## src/rtl/pc_seq_pkg.sv

```systemverilog
// Shared encodings for the fetch-stage PC sequencer and its return-address stack.
package pc_seq_pkg;

    typedef enum logic [1:0] {
        JMP_SEQ = 2'd0,
        JMP_J   = 2'd1,
        JMP_JR  = 2'd2,
        JMP_JAL = 2'd3
    } jmp_e;

    localparam int unsigned PC_INC = 32'd4;

endpackage

```

## src/rtl/ras_stack.sv

```systemverilog
// Return-address stack: circular buffer with a top pointer and a count that
// saturates at RAS_DEPTH, so a push onto a full stack overwrites the oldest entry.
module ras_stack
    import pc_seq_pkg::*;
#(
    parameter int WIDTH     = 32,
    parameter int RAS_DEPTH = 4
) (
    input  logic                         clk,
    input  logic                         reset,
    input  logic                         i_push,
    input  logic                         i_pop,
    input  logic [WIDTH-1:0]             i_push_data,
    output logic [WIDTH-1:0]             o_top,
    output logic [$clog2(RAS_DEPTH):0]   o_count,
    output logic                         o_empty
);

    localparam int PTR_W = $clog2(RAS_DEPTH);
    localparam int CNT_W = PTR_W + 1;

    logic [WIDTH-1:0] r_mem [RAS_DEPTH];
    logic [PTR_W-1:0] r_ptr;
    logic [CNT_W-1:0] r_count;
    logic [PTR_W-1:0] w_ptr_inc;
    logic [PTR_W-1:0] w_ptr_dec;
    logic             w_full;

    assign w_ptr_inc = r_ptr + PTR_W'(1);
    assign w_ptr_dec = r_ptr - PTR_W'(1);
    assign w_full    = (r_count == CNT_W'(RAS_DEPTH));
    assign o_empty   = (r_count == '0);
    assign o_top     = o_empty ? '0 : r_mem[r_ptr];
    assign o_count   = r_count;

    // Pointer and count; the pointer wraps naturally since depth is a power of two.
    always_ff @(posedge clk) begin
        if (reset) begin
            r_ptr   <= '1;
            r_count <= '0;
        end else if (i_push) begin
            r_ptr   <= w_ptr_inc;
            r_count <= w_full ? r_count : r_count + CNT_W'(1);
        end else if (i_pop && !o_empty) begin
            r_ptr   <= w_ptr_dec;
            r_count <= r_count - CNT_W'(1);
        end else begin
            r_ptr   <= r_ptr;
            r_count <= r_count;
        end
    end

    // Entry storage; cleared on reset so no stale address is ever observable.
    always_ff @(posedge clk) begin
        if (reset) begin
            for (int i = 0; i < RAS_DEPTH; i++) begin
                r_mem[i] <= '0;
            end
        end else if (i_push) begin
            r_mem[w_ptr_inc] <= i_push_data;
        end else begin
            r_mem <= r_mem;
        end
    end

endmodule

```

## src/rtl/pc_sequencer.sv

```systemverilog
// Fetch-stage next-PC selection with stall hold and jr return-address checking.
// Optional exception entry (exc/epc ports) is enabled by defining PC_SEQ_EXC_EN.
module pc_sequencer
    import pc_seq_pkg::*;
#(
    parameter int               WIDTH        = 32,
    parameter logic [WIDTH-1:0] RESET_VECTOR = '0,
    parameter int               RAS_DEPTH    = 4,
    parameter logic [WIDTH-1:0] EXC_VECTOR   = WIDTH'(32'h80)
) (
    input  logic                       clk,
    input  logic                       reset,
    input  logic                       i_stall,
    input  logic                       i_branch,
    input  logic                       i_zero,
    input  logic [1:0]                 i_jmp,
    input  logic [WIDTH-1:0]           i_imm,
    input  logic [WIDTH-1:0]           i_ra,
    input  logic [25:0]                i_jmp_inst,
    output logic [WIDTH-1:0]           o_pc,
    output logic [WIDTH-1:0]           o_pc_plus4,
    output logic [WIDTH-1:0]           o_ras_top,
    output logic [$clog2(RAS_DEPTH):0] o_ras_count,
    output logic                       o_ras_mispredict,
    output logic                       o_ras_underflow
`ifdef PC_SEQ_EXC_EN
    ,
    input  logic                       i_exc,
    output logic [WIDTH-1:0]           o_epc
`endif
);

    logic [WIDTH-1:0] r_pc;
    logic [WIDTH-1:0] r_pc_plus4;
    logic             r_mispredict;
    logic             r_underflow;

    jmp_e             w_jmp;
    logic             w_exc;
    logic [WIDTH-1:0] w_br_target;
    logic [WIDTH-1:0] w_j_target;
    logic [WIDTH-1:0] w_pc_next;
    logic             w_push;
    logic             w_pop;
    logic             w_mispredict_next;
    logic             w_underflow_next;
    logic [WIDTH-1:0] w_ras_top;
    logic             w_ras_empty;

`ifdef PC_SEQ_EXC_EN
    logic [WIDTH-1:0] r_epc;
    assign w_exc = i_exc;
    assign o_epc = r_epc;

    // Capture the faulting fetch address on exception entry.
    always_ff @(posedge clk) begin
        if (reset) begin
            r_epc <= '0;
        end else if (w_exc) begin
            r_epc <= r_pc;
        end else begin
            r_epc <= r_epc;
        end
    end
`else
    assign w_exc = 1'b0;
`endif

    assign w_jmp       = jmp_e'(i_jmp);
    assign w_br_target = r_pc_plus4 + (i_imm << 2);
    assign w_j_target  = {r_pc_plus4[WIDTH-1:28], i_jmp_inst, 2'b00};

    // Next-PC priority: exception, stall, jump kinds, taken branch, sequential.
    always_comb begin
        w_pc_next         = r_pc_plus4;
        w_push            = 1'b0;
        w_pop             = 1'b0;
        w_mispredict_next = 1'b0;
        w_underflow_next  = 1'b0;
        if (w_exc) begin
            w_pc_next = EXC_VECTOR;
        end else if (i_stall) begin
            w_pc_next = r_pc;
        end else begin
            case (w_jmp)
                JMP_J: begin
                    w_pc_next = w_j_target;
                end
                JMP_JAL: begin
                    w_pc_next = w_j_target;
                    w_push    = 1'b1;
                end
                JMP_JR: begin
                    // The RAS only predicts; the architectural target is always ra.
                    w_pc_next = i_ra;
                    if (w_ras_empty) begin
                        w_underflow_next = 1'b1;
                    end else begin
                        w_pop             = 1'b1;
                        w_mispredict_next = (i_ra != w_ras_top);
                    end
                end
                default: begin
                    if (i_branch && i_zero) begin
                        w_pc_next = w_br_target;
                    end else begin
                        w_pc_next = r_pc_plus4;
                    end
                end
            endcase
        end
    end

    // PC and PC+4 are registered together so pc_plus4 never lags pc.
    always_ff @(posedge clk) begin
        if (reset) begin
            r_pc       <= RESET_VECTOR;
            r_pc_plus4 <= RESET_VECTOR + WIDTH'(PC_INC);
        end else begin
            r_pc       <= w_pc_next;
            r_pc_plus4 <= w_pc_next + WIDTH'(PC_INC);
        end
    end

    // Single-cycle jr outcome flags.
    always_ff @(posedge clk) begin
        if (reset) begin
            r_mispredict <= 1'b0;
            r_underflow  <= 1'b0;
        end else begin
            r_mispredict <= w_mispredict_next;
            r_underflow  <= w_underflow_next;
        end
    end

    ras_stack #(
        .WIDTH     (WIDTH),
        .RAS_DEPTH (RAS_DEPTH)
    ) u_ras (
        .clk         (clk),
        .reset       (reset),
        .i_push      (w_push),
        .i_pop       (w_pop),
        .i_push_data (r_pc_plus4),
        .o_top       (w_ras_top),
        .o_count     (o_ras_count),
        .o_empty     (w_ras_empty)
    );

    assign o_pc             = r_pc;
    assign o_pc_plus4       = r_pc_plus4;
    assign o_ras_top        = w_ras_top;
    assign o_ras_mispredict = r_mispredict;
    assign o_ras_underflow  = r_underflow;

endmodule
```

## config.mk

```make
export PLATFORM = sky130hd
export DESIGN_NAME = pc_sequencer
export DESIGN_NICKNAME = d
export VERILOG_FILES = /design/src/rtl/pc_seq_pkg.sv /design/src/rtl/ras_stack.sv /design/src/rtl/pc_sequencer.sv
export SDC_FILE = /design/constraint.sdc
export NUM_CORES = 1
export LEC_CHECK = 0
export ABC_CLOCK_PERIOD_IN_PS = 5050
export CORE_UTILIZATION = 50
export DETAILED_ROUTE_END_ITERATION = 8
export GPL_TIMING_DRIVEN = 0
export MAX_ROUTING_LAYER = met4
export PLACE_DENSITY_LB_ADDON = 0.25
export SKIP_LAST_GASP = 1
export SLEW_MARGIN = 20
export SYNTH_ARGS = -nofsm -noshare
export SYNTH_HDL_FRONTEND = slang
export SYNTH_HIERARCHICAL = 1
export SYNTH_SLANG_ARGS = --single-unit
```

## constraint.sdc

```tcl
create_clock -name clk -period 5.05 [get_ports clk]
set_input_delay 0.505 -clock clk [delete_from_list [all_inputs] [get_ports clk]]
set_output_delay 0.505 -clock clk [all_outputs]
set_load 0.05 [all_outputs]
```

Word-level counts from Yosys, hierarchy flattened
Index checks and enable logic that the tools add are counted.

Register bits after elaboration: 199. Bits of input ports: 97. Output and inout port bits: 101. Word-level logic and storage cells: 59.

$add $sub $neg: 6. Order comparisons: 3. Eq/ne operators: 6. Multiplexer cells: 21. Bitwise gates (word level): 3. Reductions and logical operators: 10.

Operator list (number): $mux W32 (6); $bwmux W128 (1); $bmux W32 S2 (1); $demux W32 S2 (1); $pmux W32 S2 (1); $add A32 B3 Y32 const B (1); $add A32 B32 Y32 (1); $ne A32 B32 Y1 (1); $mux W3 (3); $ge A3 B3 Y1 const B (2); $mux W1 (6); $not A2 Y3 (2); $eq A2 B2 Y1 const B (2); $mux W2 (2); $reduce_or A4 Y1 (1); $add A3 B1 Y3 const B (1); $eq A3 B3 Y1 const B (1); $logic_and A1 B1 Y1 (3); $logic_not A3 Y1 (1); $lt A3 B1 Y1 const B (1); $reduce_or A3 Y1 (1); $sub A3 B1 Y3 const B (1); $add A2 B1 Y2 const B (1); $eq A2 B1 Y1 const B (1); other kinds (7) (7).

Longest topological paths before layout
Gate-level depths: netlist of the first run.

Word-level depth: 7. Mapped depth: 14.

Hierarchy
The synthesis of the first run kept the hierarchy.

By module, submodules not included: ras_stack (instances 1, cells each 679, area an instance 5759.3 µm²); pc_sequencer (instances 1, cells each 765, area an instance 5741.8 µm²).

Least setup slack after synthesis of the first run
No wires, ideal clock.

Path type: reg2reg. Start: register r_pc_plus4[3] (netlist: o_pc_plus4[3]). End: register r_pc_plus4[29] (netlist: o_pc_plus4[29]). Setup time: 0.121 ns. Arrival: 4.177 ns. Required time: 4.929 ns. Path slack: 0.753 ns. Cell stages (with the launch flop): 12. Buffers on the path: 0. Period minus slack after synthesis: 4.297 ns. Cell sequence: dfxtp_1 -> ha_1 -> a211oi_1 -> o21ai_4 -> mux2i_1 -> o41a_1 -> nor4_4 -> or4b_4 -> nor4_4 -> nand3_2 -> nor4b_1 -> mux2_2.

Word-level cells in the longest chain between the ends: 5.

Ends and longest elaborated chain: start, declared (line pc_sequencer.sv:34) `logic [WIDTH-1:0] r_pc_plus4;`; start signal, assigned (line pc_sequencer.sv:118) `r_pc_plus4 <= RESET_VECTOR + WIDTH'(PC_INC);`; start signal, assigned (line pc_sequencer.sv:121) `r_pc_plus4 <= w_pc_next + WIDTH'(PC_INC);`; $add A32 B32 Y32 (line pc_sequencer.sv:70) `assign w_br_target = r_pc_plus4 + (i_imm << 2);`; $mux W32 * (line pc_sequencer.sv:104) `if (i_branch && i_zero) begin`; $pmux W32 S2 * (line pc_sequencer.sv:85) `case (w_jmp)`; $mux W32 * (line pc_sequencer.sv:82) `end else if (i_stall) begin`; $add A32 B3 Y32 * (line pc_sequencer.sv:121).

Every way passes the cells marked *; elsewhere a longest branch is shown, timed or not. A chain may end at the register's enable or synchronous reset.

Worst setup path in the final report of the first run
Start: register r_pc_plus4[2] (netlist: o_pc_plus4[2]). End: register r_pc_plus4[31] (netlist: o_pc_plus4[31]).

The elaborated chain is that of the path after synthesis.

==> results of run 1 <==
## power groups by stage
stage	clock, uW	sequential, uW	combinational [uW]
floorplan	0	1800	437
global placement	0	1710	865
detailed placement	0	1710	874
CTS	1370	1680	880
global route	1420	1680	957
finish	1360	1680	898
## logic make-up after synthesis
kind of cell / count (synthesis) / synth area share
buffers and inverters: 127 / 0.0496
XOR/XNOR: 56 / 0.0426
AO/OA/AOI/OAI: 366 / 0.198
adder cells (fa/ha/maj): 36 / 0.0405
AND/OR/NAND/NOR: 615 / 0.249
multiplexers: 47 / 0.0776
flip-flops: 197 / 0.343
## metrics by stage
stage                     cells  hold slack [ps]  setup slack, ps  cell area (sq um)  power, uW
after detailed placement   1922              445             -652              13800       2590
final                      1954              457              316              14400       3940
after floorplan            1444              432              753              11500       2240
after global placement     1922              438             -541              13800       2580
after global routing       1954              471              141              14400       4060
after CTS                  1954              456             19.6              14400       3920
## cell usage in the layout (no fill, tap or decap), types with 16 or more instances in the layout
| cell type | instances |
|---|---|
| sky130_fd_sc_hd__clkdlybuf4s50_1 | 193 |
| sky130_fd_sc_hd__nand2_1 | 328 |
| sky130_fd_sc_hd__nor2_1 | 92 |
| sky130_fd_sc_hd__a21oi_1 | 177 |
| sky130_fd_sc_hd__and2_1 | 51 |
| sky130_fd_sc_hd__nor3_1 | 21 |
| sky130_fd_sc_hd__nor4_1 | 18 |
| sky130_fd_sc_hd__xor2_1 | 40 |
| sky130_fd_sc_hd__o21ai_0 | 45 |
| sky130_fd_sc_hd__ha_1 | 34 |
| sky130_fd_sc_hd__buf_2 | 22 |
| sky130_fd_sc_hd__xnor2_1 | 16 |
| sky130_fd_sc_hd__dfxtp_1 | 197 |
| sky130_fd_sc_hd__clkbuf_1 | 60 |
| sky130_fd_sc_hd__inv_1 | 24 |
| sky130_fd_sc_hd__o22ai_1 | 16 |
| sky130_fd_sc_hd__mux4_2 | 29 |
| sky130_fd_sc_hd__nand3_1 | 20 |
| sky130_fd_sc_hd__clkbuf_16 | 17 |
## critical path, stage by stage (launching register included)
cell,delay (ps)
sky130_fd_sc_hd__dfxtp_1,520
sky130_fd_sc_hd__ha_1,300
sky130_fd_sc_hd__inv_1,70
sky130_fd_sc_hd__fa_1,370
sky130_fd_sc_hd__nor2b_1,260
sky130_fd_sc_hd__o21ai_0,240
sky130_fd_sc_hd__a2111oi_2,600
sky130_fd_sc_hd__o21ai_0,260
sky130_fd_sc_hd__a2111oi_1,640
sky130_fd_sc_hd__or4_1,210
sky130_fd_sc_hd__a31oi_1,120
sky130_fd_sc_hd__o21bai_1,250
sky130_fd_sc_hd__nor4_1,440
sky130_fd_sc_hd__mux2_1,360
## area by class of cell
cell class	instances	area share
Tap cell	285	0.0248
Buffer	102	0.0332
Timing Repair Buffer	193	0.134
Sequential cell	197	0.274
Clock inverter	14	0.00966
Multi-Input combinational cell	1120	0.487
Clock buffer	18	0.0306
Inverter	25	0.00653
## metal layers
| metal | vias to the layer above | global-route usage | part of all wire |
|---|---|---|---|
| met5 | - | - | 0 |
| met4 | 0 | 0.156 | 0.042 |
| met3 | 127 | 0.0623 | 0.10 |
| met2 | 778 | 0.543 | 0.44 |
| met1 | 5718 | 0.487 | 0.42 |
| li1 | 5546 | - | - |
## state kept, by name, summed over array words and instances, names as in the netlist
name	count
u_ras/r_ptr	2
u_ras/r_mem	128
o_pc	32
u_ras/o_count	3
o_pc_plus4	30
o_ras_mispredict	1
o_ras_underflow	1
## how the worst max path moves through the flow
stage / endpoint / from
detailed placement: o_pc_plus4[31] / i_imm[0]
finish: o_pc_plus4[31] / o_pc_plus4[2]
CTS: o_pc_plus4[31] / o_pc_plus4[2]
global route: o_pc_plus4[31] / o_pc_plus4[2]
global placement: o_pc_plus4[31] / i_imm[0]
floorplan: o_pc_plus4[29] / o_pc_plus4[3]
==> metrics list, run 1 <==
- Data arrival at the endpoint of the critical path: a little over 5000 ps
- The tool flagged a number of max-cap violations equal to 0.
- After clock tree synthesis, the clock-pin slew on the worst setup and hold paths is around 70 ps.
* GRT Residual Overflow: 0
* Outcome: finished, final reports clean
- Global-route wire length before repair: ~64,000 um
- In this run the remaining antenna-violating nets after routing total 0.
- Synthesized instance count: between 1,000 and 1,500
* Routability Congestion: approximately 0.98
- Final setup vio count: 0
- The initial antenna violation count is 0.
- At the worst endpoint, the required time is 5380 ps.
- The clock period could shrink to between 4000 and 5000 ps.
* Die height: between 150 and 200 um
* Seq pwr share: 0.426
- Placement Rows: 55
- Final Hold Violating Endpoints: 0
- The number of cells on the worst reg-to-reg path is 13.
- Pin count of the biggest net entering global routing: 19
* Combinational cell fraction of total power: 0.228
- Setup bufs post-CTS: 0
* CP Launch Type: flip-flop
- Post-DR vias/cell: ~6.2
- Number of nets in the synthesized netlist: 1,577
* Biggest area contributors in the synthesized netlist: sky130_fd_sc_hd__dfxtp_1, sky130_fd_sc_hd__nand2_1, sky130_fd_sc_hd__a21oi_1, sky130_fd_sc_hd__mux4_2, sky130_fd_sc_hd__ha_1
* Post-synth EDFFs: 0
* Most frequently used cell type in the post-synthesis netlist: sky130_fd_sc_hd__nand2_1
* Via count of the first global-routing pass: between 10,000 and 15,000
- Worst max-slew margin expressed relative to the limit: 0.302
- Top fanout value on the critical path: 7
- For this block, the initial DRC count from the detailed router was 1,220.
- In this run the mean area of a mapped cell was approximately 8.0 sq um.
- Clock tree synthesis found a total of around 200 sinks.
* TritonRoute pass-1 iters: 6
- Reg-to-reg startpoint: o_pc_plus4[2]
- Level count of the clock H-tree: 4
- Slack of the worst reg-to-reg path: approximately 320 ps
* Ys async rst share: 0
- Area share of the largest cell type after synthesis: 0.343
- Antenna diode count: 0
- Worst vdd ir: 0.243 mV
- In this run the critical register-to-register path is captured at o_pc_plus4[31].
- Proportion of synthesized chip area in sequential cells: 0.343
* Path category of the worst min-delay check: reg -> reg
* Nature of the critical path endpoint: flip-flop
* Synthesis warning total: 6
* All-Layer GR Usage: 0.364
* Bufs on Longest Clock Path: 2
- Die area: approximately 24,000 sq um
- Switch Pwr: ~1300 uW
- Detailed routing inserted a total of between 10,000 and 15,000 vias.
- Hold path startpoint: u_ras/r_mem[33]
- CTS placed an instance of sky130_fd_sc_hd__clkbuf_16 at the clock tree root.
- By count the netlist is led by sky130_fd_sc_hd__nand2_1, sky130_fd_sc_hd__dfxtp_1, sky130_fd_sc_hd__a21oi_1.
- HPWL after DPL: approximately 32,000 um
* Number of stages on the worst hold path: 2
* Post_cts resized: 1
* Seq cells post-synth: about 200
* Final sum of negative setup slack: 0 ps
- sky130_fd_sc_hd__dfxtp_1 takes more of the synthesized area than any other cell.
* Primary FF master, synth: sky130_fd_sc_hd__dfxtp_1
- At the later pin of the worst-skew pair, clock insertion delay measures 440 ps.
* Total wirelength of the detailed-routed design: about 42,000 um
- TritonCTS built the clock tree.
- TritonCTS buffer count: 17
- Max-slew violation count: 0
- The count of buffers added on input and output ports is 193.
- Worst-Margin Slew: 1040 ps
* Total power per unit cell area: around 270 nW/um^2
- Setup repair after global routing left no endpoint under its margin.
- Utilization after layout: 0.637
* Share of post-route cells with drive strength above 1: 0.0737
* Hold EP: u_ras/r_mem[33]
- Total leakage power: 0.00534 uW
- Sequential cell area: 3940 sq um
- Clock network fraction of total power: 0.346
* Largest clock skew in the final design: about 12 ps
- Fillcell total: slightly below 2,000
* Area grow syn2layout: 25.0%
- Of the total power, the share spent switching nets is 0.332.
- After detailed routing, the average wire length per cell comes to around 22 um.
- For this run, design rule violations remaining after detail routing come to 0.
- The core region is 22,600 sq um.
* Net total in the final layout: 1,789
- Summing every instance area after synthesis gives about 12,000 sq um.
- Distinct cell type count of the synthesized netlist: just over 80
- Final period utilization: 0.937
* Cell internal pwr: roughly 2600 uW
* Boundary Pins: 198
* Max Freq: between 200 and 250 MHz
- Count of hold buffers inserted by post-cts repair: 0
- X dimension of the die: 154 um
* Initial cell density of the core: 0.510
- Classification of the worst setup path: reg -> reg
* Area used by multi-input combinational logic: 6990 sq um
Power figures use the tool's default switching activity.
==> inputs of run 2 (changes only) <==
- GPL_ROUTABILITY_DRIVEN: unset -> 0
==> run 2 against run 1 <==
  * Clock power hardly changed
  * Die area did not move
  * Maximum frequency increased by 0.16%
  * Non-clock buffer count is the same
  * Global-route usage fell by 0.24 points
  * Final area is essentially flat
  * Via count up 0.17%
  * Critical path type unchanged
  * Largest power group unchanged
==> metrics list, run 2 (synthesis gave the netlist of run 1 again) <==
* # DRC: 0 (unchanged)
* Required time of the critical path: 5370 ps (about the same)
- Top fanout value on the critical path: 8 (+1)
- The total number of clock tree sinks is 197 (unchanged).
* Skew-Pair Late Insertion Delay: 440 ps (about the same)
* Average detailed-routed wire length per instance: 21.7 um (-0.36%)
- The fraction of layout cells with a size suffix above 1 was 0.0725 (-0.00120).
* Classification of the worst setup path: reg -> reg
- The clock period minus worst slack is 4730 ps (-7.40 ps).
- The leakage power summed over all cells came to 0.00534 uW (+0.13%).
* Placement Rows: 55 (unchanged)
- The clock skew came to 8.42 ps (-3.81 ps).
- Number of nets still failing antenna checks after routing: 0 (unchanged)
- HPWL after DPL: 31,600 um (-1.8%)
- Via count of the first global-routing pass: 11,394 (+2.6%)
- The number of port buffers is 193 (unchanged).
- Pin count of the biggest net entering global routing: 17 (-2)
* Initial cell density of the core: 0.510 (unchanged)
* Count of max-cap constraint violations: 0 (unchanged)
* Final period utilization: 0.936 (-0.00146)
* Antenna diode count: 0 (unchanged)
* Worst vdd ir: 0.200 mV (-18%)
- RSZ-0062 raised after global routing: false
* Routed vias: 12,190 (+0.17%)
- The top cell types in the final layout, fill and taps aside, are sky130_fd_sc_hd__nand2_1, sky130_fd_sc_hd__dfxtp_1, sky130_fd_sc_hd__clkdlybuf4s50_1.
- Path category of the worst min-delay check: reg -> reg
- The buffer levels on the longest clock path is 2 (unchanged).
- The routed wire length came to 42,300 um (-0.36%).
- The first-pass GRT wire length came to 63,500 um (-0.11%).
- The CTS clock-pin slew for the worst setup and hold paths is 70 ps (about the same).
- The worst slew margin relative to its limit came to 0.323 (+0.0210).
* Net total in the final layout: 1,789 (unchanged)
- The number of filler cells placed in the layout came to 1,909 (-4.1%).
- Final setup vio count: 0 (unchanged)
- CP Launch Type: flip-flop
- Max FFs per register: 128 (unchanged)
- Outcome: finished, final reports clean
- Die area: 23,600 sq um (unchanged)
* Area inside the core boundary: 22,600 sq um (unchanged)
* Setup bufs post-CTS: 0 (unchanged)
* Total power per unit cell area: 275 nW/um^2 (+0.29%)
- The number of iterations in the first detailed-routing pass was 5 (-1).
* Max-slew violation count: 0 (unchanged)
* Largest reg by FF count: u_ras/r_mem
- The multi-input combinational cell area was 6990 sq um (unchanged).
* Max Freq: 212 MHz (+0.16%)
* Commonest non-fill, non-tap cell in the layout: sky130_fd_sc_hd__nand2_1
- The number of buffers inserted during clock tree synthesis is 17 (unchanged).
- Count of routing violations after the opening detailed-route iteration: 1,268 (+3.9%)
* Area grow syn2layout: 25.1% (about the same)
* Data arrival at the endpoint of the critical path: 5050 ps (about the same)
- The worst-case hold slack was 453 ps (-3.75 ps).
* Post-DR vias/cell: 6.24 (+0.17%)
- TritonCTS clock tree: done
- Final Hold Violating Endpoints: 0 (unchanged)
* Boundary Pins: 198 (unchanged)
- Cell chosen for the clock root: sky130_fd_sc_hd__clkbuf_16
- Utilization after layout: 0.637 (about the same)
- GRT Residual Overflow: 0 (unchanged)
- The floorplan die width is 154 um (unchanged).
- Number of antenna violations at the first check in global routing: 0 (unchanged)
* Sequential cell area: 3940 sq um (unchanged)
- Worst-Margin Slew: 1010 ps (-31.1 ps)
* Level count of the clock H-tree: 4 (unchanged)
* All-Layer GR Usage: 0.362 (-0.00237)
- The die height is 154 um (unchanged).
- Nature of the critical path endpoint: flip-flop
==> run 2: power by group <==
| group | switching, uW | total (uW) | internal, uW |
|---|---|---|---|
| Sequential | 83.0 | 1680 | 1600 |
| Combinational | 569 | 898 | 329 |
| Clock | 599 | 1380 | 779 |
==> run 2: per-stage QoR <==
step	cells	area [sq um]	setup slack [ps]	total power, uW	setup TNS (ps)
after global routing	1954	14400	52.5	4070	0
after global placement	1922	13800	-457	2570	-773
after CTS	1954	14400	109	3930	0
final	1954	14400	324	3960	0
after floorplan	1444	11500	753	2240	0
after detailed placement	1922	13800	-469	2580	-854
==> run 2: path summary, 6_finish.rpt <==
kind / endpoint / slack [ps] / start / cells past startpoint
max: o_pc_plus4[31] / 320 / o_pc_plus4[3] / 11
min reg2reg: u_ras/r_mem[92] / 450 / u_ras/r_mem[92] / 2
min: u_ras/r_mem[92] / 450 / u_ras/r_mem[92] / 2
max reg2reg: o_pc_plus4[31] / 320 / o_pc_plus4[3] / 11
==> run 2: worst max-delay path, stage by stage (launching register included) <==
cell and delay, ps:
sky130_fd_sc_hd__dfxtp_1 610, sky130_fd_sc_hd__ha_1 330, sky130_fd_sc_hd__a211oi_1 550, sky130_fd_sc_hd__o21ai_4 160, sky130_fd_sc_hd__mux2i_1 180, sky130_fd_sc_hd__o41a_1 520, sky130_fd_sc_hd__nor4_4 380, sky130_fd_sc_hd__or4b_4 570
sky130_fd_sc_hd__nor4_4 320, sky130_fd_sc_hd__nand3_2 240, sky130_fd_sc_hd__nor4_1 400, sky130_fd_sc_hd__mux2_1 360
==> run 2: per-layer routing <==
metal | global-route usage | up-vias | part of all wire | wire [um]
met1 | 0.467 | 5692 | 0.41 | 17200
met5 | - | - | 0 | 0
met3 | 0.0857 | 115 | 0.12 | 5030
met2 | 0.540 | 838 | 0.43 | 18300
li1 | - | 5545 | - | -
met4 | 0.159 | 0 | 0.043 | 1840
==> run 2: layout make-up <==
class | instances | area share
Inverter | 25 | 0.00652
Clock inverter | 9 | 0.00696
Multi-Input combinational cell | 1120 | 0.486
Sequential cell | 197 | 0.274
Tap cell | 285 | 0.0248
Timing Repair Buffer | 193 | 0.134
Clock buffer | 23 | 0.0339
Buffer | 102 | 0.0331
==> run 2: timing repair <==
| action | CTS | global route |
|---|---|---|
| endpoints found under the hold margin | 0 | 0 |
| gates resized for setup | 1 | 2 |
| hold buffers | 0 | 0 |
| setup endpoints to repair | 1 | 1 |
| gates cloned | 0 | 0 |
==> inputs of run 3 (changes only) <==
- CTS_CLUSTER_SIZE: unset -> 30
==> results of run 3 <==
Final layout, timing and power as in run 2 (identical DEF).
